==> config.mk <==
export PLATFORM = sky130hd
export DESIGN_NAME = lb_pair_reader
export DESIGN_NICKNAME = d
export VERILOG_FILES = /design/src/rtl/lb_pair_reader.sv
export SDC_FILE = /design/constraint.sdc
export NUM_CORES = 1
export LEC_CHECK = 0
export ABC_CLOCK_PERIOD_IN_PS = 5700
export CORE_MARGIN = 5
export CORE_UTILIZATION = 41
export DETAILED_ROUTE_END_ITERATION = 12
export PLACE_DENSITY = 0.73
export SETUP_SLACK_MARGIN = 0.3
export SYNTH_ARGS = -nofsm -noshare
export SYNTH_HDL_FRONTEND = slang
export SYNTH_SLANG_ARGS = --single-unit
==> constraint.sdc <==
create_clock -name clk -period 5.7 [get_ports clk]
set_clock_uncertainty 0.05 [all_clocks]
set_input_delay 0.855 -clock clk [delete_from_list [all_inputs] [get_ports clk]]
set_output_delay 0.855 -clock clk [all_outputs]
set_load 0.02 [all_outputs]
==> src/rtl/lb_pair_reader.sv <==
// Read-side engine for the bilinear line buffer: streams adjacent pixel pairs from one cached row.
// Optional LB_PAIR_READER_STALL_CNT_EN adds a saturating stall_cycles counter output.
module lb_pair_reader #(
    parameter int unsigned LINE_WIDTH = 512,
    parameter int unsigned ADDR_W     = 10
) (
    input  logic              clk,
    input  logic              rst_n,
    input  logic              start,
    input  logic [ADDR_W-1:0] col_start,
    input  logic [ADDR_W-1:0] col_count,
    output logic [ADDR_W-1:0] rd_addr,
    input  logic [31:0]       rd_data,
    output logic              pix_valid,
    input  logic              pix_ready,
    output logic [7:0]        pix0,
    output logic [7:0]        pix1,
    output logic              pix_last,
    output logic              busy,
`ifdef LB_PAIR_READER_STALL_CNT_EN
    output logic [15:0]       stall_cycles,
`endif
    output logic              done
);
    localparam int unsigned LINE_WORDS = LINE_WIDTH >> 2;
    localparam int unsigned CW         = ADDR_W + 1;
    localparam logic [ADDR_W-1:0] LAST_WORD = ADDR_W'(LINE_WORDS - 1);
    localparam logic [CW-1:0]     LINE_END  = CW'(LINE_WIDTH);
    localparam logic [CW-1:0]     LAST_PIX  = CW'(LINE_WIDTH - 1);

    typedef enum logic [1:0] {IDLE, PRIME, STREAM, DONE} state_e;

    state_e            state_q, state_d;
    logic [1:0]        ph_q, ph_d;
    logic [ADDR_W-1:0] rd_addr_q, rd_addr_d;
    logic [CW-1:0]     x_q, x_d, rem_q, rem_d;
    logic [31:0]       cur_q, cur_d;
    logic [7:0]        pix0_q, pix0_d, pix1_q, pix1_d;
    logic              pix_valid_q, pix_valid_d, pix_last_q, pix_last_d;
    logic              busy_q, busy_d, done_q, done_d;

    logic [CW-1:0]     start_x, start_avail, start_cnt;
    logic [ADDR_W-1:0] next_addr;
    logic [31:0]       cur_shift;
    logic [7:0]        ld_p0, ld_p1;
    logic              ld_cross, load;

    // Effective pair count after clipping the request to the row
    always_comb begin
        start_x     = CW'(col_start);
        start_avail = (start_x < LINE_END) ? (LINE_END - start_x) : '0;
        start_cnt   = (CW'(col_count) < start_avail) ? CW'(col_count) : start_avail;
    end

    // Pair extraction from the window {rd_data = word w+1, cur_q = word w}
    always_comb begin
        cur_shift = cur_q >> {x_q[1:0], 3'b000};
        ld_cross  = (x_q[1:0] == 2'd3);
        ld_p0     = cur_shift[7:0];
        ld_p1     = ld_cross ? rd_data[7:0] : cur_shift[15:8];
        if (x_q == LAST_PIX) begin
            ld_p1 = ld_p0;
        end
        next_addr = (rd_addr_q < LAST_WORD) ? (rd_addr_q + ADDR_W'(1)) : rd_addr_q;
    end

    always_comb begin
        state_d     = state_q;
        ph_d        = ph_q;
        rd_addr_d   = rd_addr_q;
        x_d         = x_q;
        rem_d       = rem_q;
        cur_d       = cur_q;
        pix0_d      = pix0_q;
        pix1_d      = pix1_q;
        pix_valid_d = pix_valid_q;
        pix_last_d  = pix_last_q;
        busy_d      = busy_q;
        done_d      = 1'b0;
        load        = 1'b0;
        unique case (state_q)
            IDLE: begin
                if (start) begin
                    state_d = PRIME;
                    ph_d    = 2'd0;
                    busy_d  = 1'b1;
                    x_d     = start_x;
                    rem_d   = start_cnt;
                    if (start_cnt != '0) begin
                        rd_addr_d = ADDR_W'(start_x >> 2);
                    end
                end
            end
            PRIME: begin
                ph_d = ph_q + 2'd1;
                if (rem_q == '0) begin
                    // Empty request still spends two cycles so done lands as for a read
                    if (ph_q != 2'd0) begin
                        state_d = DONE;
                        done_d  = 1'b1;
                    end
                end else if (ph_q == 2'd0) begin
                    rd_addr_d = next_addr;
                end else if (ph_q == 2'd1) begin
                    cur_d = rd_data;
                end else begin
                    load    = 1'b1;
                    state_d = STREAM;
                end
            end
            STREAM: begin
                if (pix_valid_q && pix_ready && pix_last_q) begin
                    state_d     = DONE;
                    done_d      = 1'b1;
                    pix_valid_d = 1'b0;
                    pix_last_d  = 1'b0;
                end else if ((!pix_valid_q || pix_ready) && (rem_q != '0)) begin
                    load = 1'b1;
                end
            end
            DONE: begin
                state_d = IDLE;
                busy_d  = 1'b0;
            end
            default: state_d = IDLE;
        endcase

        if (load) begin
            pix_valid_d = 1'b1;
            pix0_d      = ld_p0;
            pix1_d      = ld_p1;
            pix_last_d  = (rem_q == CW'(1));
            x_d         = x_q + CW'(1);
            rem_d       = rem_q - CW'(1);
            // Crossing a word: slide the window and prefetch the following word
            if (ld_cross) begin
                cur_d     = rd_data;
                rd_addr_d = next_addr;
            end
        end
    end

    always_ff @(posedge clk or negedge rst_n) begin
        if (!rst_n) begin
            state_q     <= IDLE;
            ph_q        <= 2'd0;
            rd_addr_q   <= '0;
            x_q         <= '0;
            rem_q       <= '0;
            cur_q       <= '0;
            pix0_q      <= '0;
            pix1_q      <= '0;
            pix_valid_q <= 1'b0;
            pix_last_q  <= 1'b0;
            busy_q      <= 1'b0;
            done_q      <= 1'b0;
        end else begin
            state_q     <= state_d;
            ph_q        <= ph_d;
            rd_addr_q   <= rd_addr_d;
            x_q         <= x_d;
            rem_q       <= rem_d;
            cur_q       <= cur_d;
            pix0_q      <= pix0_d;
            pix1_q      <= pix1_d;
            pix_valid_q <= pix_valid_d;
            pix_last_q  <= pix_last_d;
            busy_q      <= busy_d;
            done_q      <= done_d;
        end
    end

`ifdef LB_PAIR_READER_STALL_CNT_EN
    logic [15:0] stall_q, stall_d;

    always_comb begin
        stall_d = stall_q;
        if ((state_q == IDLE) && start) begin
            stall_d = '0;
        end else if (pix_valid_q && !pix_ready && (stall_q != 16'hFFFF)) begin
            stall_d = stall_q + 16'd1;
        end
    end

    always_ff @(posedge clk or negedge rst_n) begin
        if (!rst_n) begin
            stall_q <= '0;
        end else begin
            stall_q <= stall_d;
        end
    end

    assign stall_cycles = stall_q;
`endif

    assign rd_addr   = rd_addr_q;
    assign pix_valid = pix_valid_q;
    assign pix0      = pix0_q;
    assign pix1      = pix1_q;
    assign pix_last  = pix_last_q;
    assign busy      = busy_q;
    assign done      = done_q;

endmodule
---- Yosys cells after proc, flatten, opt, wreduce, memory -nomap -nowiden ----
Index checks and enable logic that the tools add are counted.
Widths: inputs -> output; s select.
word-level totals
  flip-flop bits (word level) ............. 88
  bits in latches ......................... 0
  RAM bits ................................ 0
  bits in read-only memories .............. 0
  bits of input ports ..................... 56
  output and inout bits ................... 30
  word-level logic and storage cells ...... 104
  memories kept ........................... 0
operators by class
  $add $sub $neg .......................... 5
  $mul .................................... 0
  divide/modulo/power cells ............... 0
  magnitude comparators ................... 3
  equality and inequality tests ........... 12
  shifts and indexed selects .............. 1
  multiplexer cells ....................... 49
  bitwise operators ....................... 0
  reductions and logical operators ........ 22
operator list
  operator                count
  $mux 32                 6
  $mux 11                 8
  $mux 10                 7
  $shr 32x5->16           1
  $reduce_bool 11->1      2
  $pmux 10 s2             1
  $mux 8                  2
  $mux 2                  7
  $reduce_bool 2->1       7
  $mux 1                  13
  $add 11x1->11 const B   1
  $eq 11x1->1 const B     1
  $eq 11x9->1 const B     1
  $logic_not 11->1        1
  $lt 10x11->1            1
  $sub 10x10->11 const A  1
  $sub 11x1->11 const B   1
  $add 10x1->10 const B   1
  $lt 10x10->1 const B    1
  $lt 10x7->1 const B     1
  $ne 3x3->1 const B      3
  $pmux 2 s4              1
  $reduce_and 2->1        4
  $eq 2x2->1 const B      3
  10 further kinds        17

---- Longest topological paths before layout ----
  depth after elaboration ................. 10
  gate-level depth with buffers ........... 17
  depth with buffers taken out ............ 15

---- Worst setup path after synthesis ----
No wires, ideal clock.
  path kind ............................... in2reg
  start ................................... in col_start[0]
  end ..................................... reg rd_addr_q[7], in the netlist rd_addr[7]
  setup time .............................. 0.126 ns
  data arrival time ....................... 3.625 ns
  data required time ...................... 5.524 ns
  slack ................................... 1.899 ns
  stages on the path ...................... 15
  buffers on the path ..................... 1
  cells stage by stage .................... inv_1 ha_1 or4b_4 nor2_4 xnor2_2 nand2_1 ha_1 a21boi_0 o21bai_1 a31oi_1 buf_4 and4_1 nor3_2 o21ai_1 a221o_1
between the ends
  cells in the longest elaborated chain, start to end .. 10
  elaborated cells on any way between the ends .. 11
  classes of those cells .................. 1 x add/sub; 2 x order compare; 7 x mux; 1 x reduce/logical
ends and longest elaborated chain
  what                                            RTL line  text
  start, declared                                 10        input logic [ADDR_W-1:0] col_start,
  $sub 10x10->11 or $lt 10x10->1 (tied branches)  51        start_avail = (start_x < LINE_END) ? (LINE_END - start_x) : '0;
  $mux 11 *                                       51
  $lt 10x11->1                                    52        start_cnt = (CW'(col_count) < start_avail) ? CW'(col_count) : start_avail;
  $mux 11 *                                       52
  $reduce_bool 11->1 *                            89        if (start_cnt != '0) begin
  $mux 10 *                                       89
  $mux 10 *                                       83        if (start) begin
  $pmux 10 s2 *                                   81        unique case (state_q)
  $mux 10                                         136       if (ld_cross) begin
  $mux 10 *                                       128       if (load) begin
  named net rd_addr_d[7]                          35        logic [ADDR_W-1:0] rd_addr_q, rd_addr_d;
  end signal, assigned                            160       rd_addr_q <= rd_addr_d;
  end, declared                                   35
The timed path passes the listed nets; every way through them passes the cells marked *.
A chain may end at the register's enable or synchronous reset.

---- Worst setup path after layout ----
  start ................................... in col_start[0]
  end ..................................... reg rd_addr_q[0], in the netlist rd_addr[0]
The elaborated chain is that of the path after synthesis.

==> flow_metrics.env <==
export IMPL_status="completed"
export IMPL_syn_area_per_cell_um2=9.66
export IMPL_fp_row_count=43
export IMPL_hold_violations=0
export IMPL_max_cap_viol_count=0
export IMPL_wirelength_um=15500
export IMPL_ys_flop_type="dfrtp_1"
export IMPL_p_leak_nw=2.87
export IMPL_die_y_um=128
export IMPL_end_kind="register"
export IMPL_slew_headroom=0.240
export IMPL_crit_arrival_ps=4690
export IMPL_dr_pass1_iters=5
export IMPL_postCtsSetupBuffers=0
export IMPL_post_drt_wl_per_cell_um=18.5
export IMPL_p_per_area_nw_per_um2=526
export IMPL_cp_max_fo=9
export IMPL_dieArea_um2=16300
export IMPL_start_util=0.414
export IMPL_critPathTopFamily="simple AND/OR/NAND/NOR gates"
export IMPL_antenna_found_initial=0
export IMPL_postSynthCellCount=588
export IMPL_worstReg2RegEnd="rd_addr[0]"
export IMPL_cp_depth=16
export IMPL_finalMaxSlewViolations=0
export IMPL_synthDistinctLibCells=75
export IMPL_worst_setup_hold_path_clk_slew_ps=70
export IMPL_synth_top_area_share=0.388
export IMPL_design_core_area_um2=13700
export IMPL_start_kind="primary input"
export IMPL_syn_num_nets=664
export IMPL_hold_start="pix1[0]"
export IMPL_clk_latency_ps=350
export IMPL_cp_slowest_cell="clkdlybuf4s50_1"
export IMPL_overflow=0
export IMPL_rr_startpoint="state_q[1]"
export IMPL_fin_nets=733
export IMPL_fin_crit_ps=4480
export IMPL_slowest_delay_ps=540
export IMPL_post_cts_resize_count=0
export IMPL_yosysTopAreaCell="dfrtp_1"
export IMPL_synth_seq_cells=88
export IMPL_cts_buffers_inserted=9
export IMPL_ios=86
export IMPL_dp_hpwl_um=11400
export IMPL_cts_hold_buf=0
export IMPL_drtAntennaViolNets=0
export IMPL_synth_async_sr_flop_share=1.00
export IMPL_via_count=4817
export IMPL_worst_r2r_setup_slack_ps=1790
export IMPL_cts_sinks=88
export IMPL_cts_tree="built"
export IMPL_path_buf_inv=2
export IMPL_whs_path_depth=2
export IMPL_grt_pass1_vias=4987
export IMPL_vdd_drop_max_mv=0.329
export IMPL_fin_setup_tns_ps=0
export IMPL_cts_root_buf="clkbuf_16"
export IMPL_fillCellCount=1250
export IMPL_worstSetupPathType="in2reg"
export IMPL_rsz0062_at_grt="false"
export IMPL_ys_warn_count=0
export IMPL_place_congestion=0.920
export IMPL_grt_use_total=0.197
export IMPL_area_delta_synth_final_pct=22.4
export IMPL_clock_fmax_mhz=223
export IMPL_grt_pass1_wl_um=25700
export IMPL_dp_cells=826
export IMPL_rr_worst_depth=10
export IMPL_drive_gt1_frac=0.140
export IMPL_crit_path_frequent_cell="ha_1"
export IMPL_cts_buffer_depth=2
export IMPL_h_tree_depth=3
export IMPL_ys_seq_area_frac=0.388
export IMPL_whs_endpoint="pix1[0]"
export IMPL_io_buffers=85
export IMPL_die_width_um=128
export IMPL_synth_edf_count=0
export IMPL_antennaDiodeCount=0
export IMPL_hp_class="reg2reg"
export IMPL_drt_iter0_drc=358
export IMPL_synth_area_leaders="dfrtp_1 39%, mux2_2 6.9%, ha_1 4.4%, mux2i_1 3.9%, nand2_1 3.8%"
export IMPL_vias_per_cell=5.72
export IMPL_drcViolationCount=0
export IMPL_instances_no_fill=842
export IMPL_worst_pin_slew_ps=1140
export IMPL_grt_start_max_net_pins=89
export IMPL_period_share=0.786
export IMPL_path_cells="clkdlybuf4s50_1 -> inv_1 -> ha_1 -> or4b_4 -> nor2_4 -> xnor2_2 -> nand2_1 -> ha_1 -> nand4_1 -> nor2_1 -> o21ai_0 -> a31oi_1 -> or2_2 -> nand3_4 -> or3b_1 -> a22oi_1"
export IMPL_required_ps=5910
export IMPL_setup_viol=0
export IMPL_setup_worst_path_start="col_start[0]"
export IMPL_syn_cell_area_um2=5680
==> worst reg2reg max path, cell delays in order (launching register included) <==
cell,delay [ps]
dfrtp_1,420
inv_1,120
ha_1,500
inv_1,260
nor3_1,430
o211a_1,790
nand2_1,580
a21oi_1,260
mux2i_1,90
a41oi_1,190
a22oi_1,100
==> metrics by stage <==
step           instance area (µm²)  worst slack (ps)  power [mW]   util  hold slack (ps)
4_1_cts                       6960              1210        3.68  0.507              451
6_report                      6960              1220        3.66  0.507              451
3_3_place_gp                  6660               942        2.99  0.486              425
3_5_place_dp                  6660               840        3.07  0.486              428
5_1_grt                       6960               919        3.96  0.507              476
2_1_floorplan                 5680              1900        2.49      -              401
==> layer usage <==
layer	global-route usage	up-vias	routed length, µm
met5	0	-	0
met4	0.0574	0	218
met3	0.0504	15	900
met2	0.320	160	7330
met1	0.261	2347	7090
li1	-	2295	-
==> registers in the layout (all words and copies together) (netlist names) <==
name       cells
rd_addr       10
pix0           8
cur_q         32
state_q        2
rem_q         11
pix1           8
ph_q           2
done           1
busy           1
pix_last       1
x_q           11
pix_valid      1
==> cell usage in the layout (no fill, tap or decap), types with 10 or more instances in the layout <==
cell             instances
nor3_1                  10
nor2b_1                 10
o211ai_1                15
o21ai_1                 10
clkdlybuf4s50_1         84
inv_1                   20
o21ai_0                 36
nor2_1                  52
nand2_1                 58
ha_1                    20
mux2_2                  35
dfrtp_1                 88
a21oi_1                 27
mux2i_1                 22
nand3_1                 25
==> cells in the mapped netlist (all sizes together), types with 3 or more instances <==
library cell   n
a211oi         3
a21boi         3
a21oi         28
a221o          3
a22oi          3
a311oi         4
a31oi          6
a41oi          4
and3           5
buf           15
clkbuf        19
dfrtp         88
ha            20
inv           20
mux2          41
mux2i         22
mux4           8
nand2         58
nand2b         4
nand3         28
nand4          4
nor2          57
nor2b         10
nor3          13
nor4           7
o211ai        16
o21ai         46
o22ai          3
o311a          3
o31ai          3
or3b           3
xnor2          6
==> cells by family after synthesis <==
logic type | Yosys count | synth area share
simple gates | 202 | 0.186
compound gates | 145 | 0.174
flops | 88 | 0.388
mux | 71 | 0.152
buf+inv | 54 | 0.0432
fa+ha+maj | 20 | 0.0440
xor+xnor | 8 | 0.0137
==> power breakdown <==
group	total [mW]	leakage (nW)	internal, mW	switching [mW]
registers	1.15	1.07	0.914	0.240
logic	1.91	1.66	0.883	1.03
clock network	0.596	0.146	0.340	0.257
total	3.66	2.87	2.14	1.52
==> how the worst max path moves through the flow <==
stage,to,slack [ps]
final,rd_addr[0],1220
after global routing,rem_q[3],920
after CTS,rd_addr[0],1210
after detailed placement,rd_addr[0],840
after global placement,rem_q[3],940
after floorplan,rd_addr[7],1900
==> area by class of cell <==
class	instances	area [µm²]	share of cell area
Sequential cell	88	2200	0.317
Timing Repair Buffer	92	901	0.129
Clock buffer	9	225	0.0324
Multi-Input combinational cell	446	3260	0.468
Inverter	20	75.1	0.0108
Tap cell	180	225	0.0324
Clock inverter	7	70.1	0.0101
(Power assumes the default switching activity.)
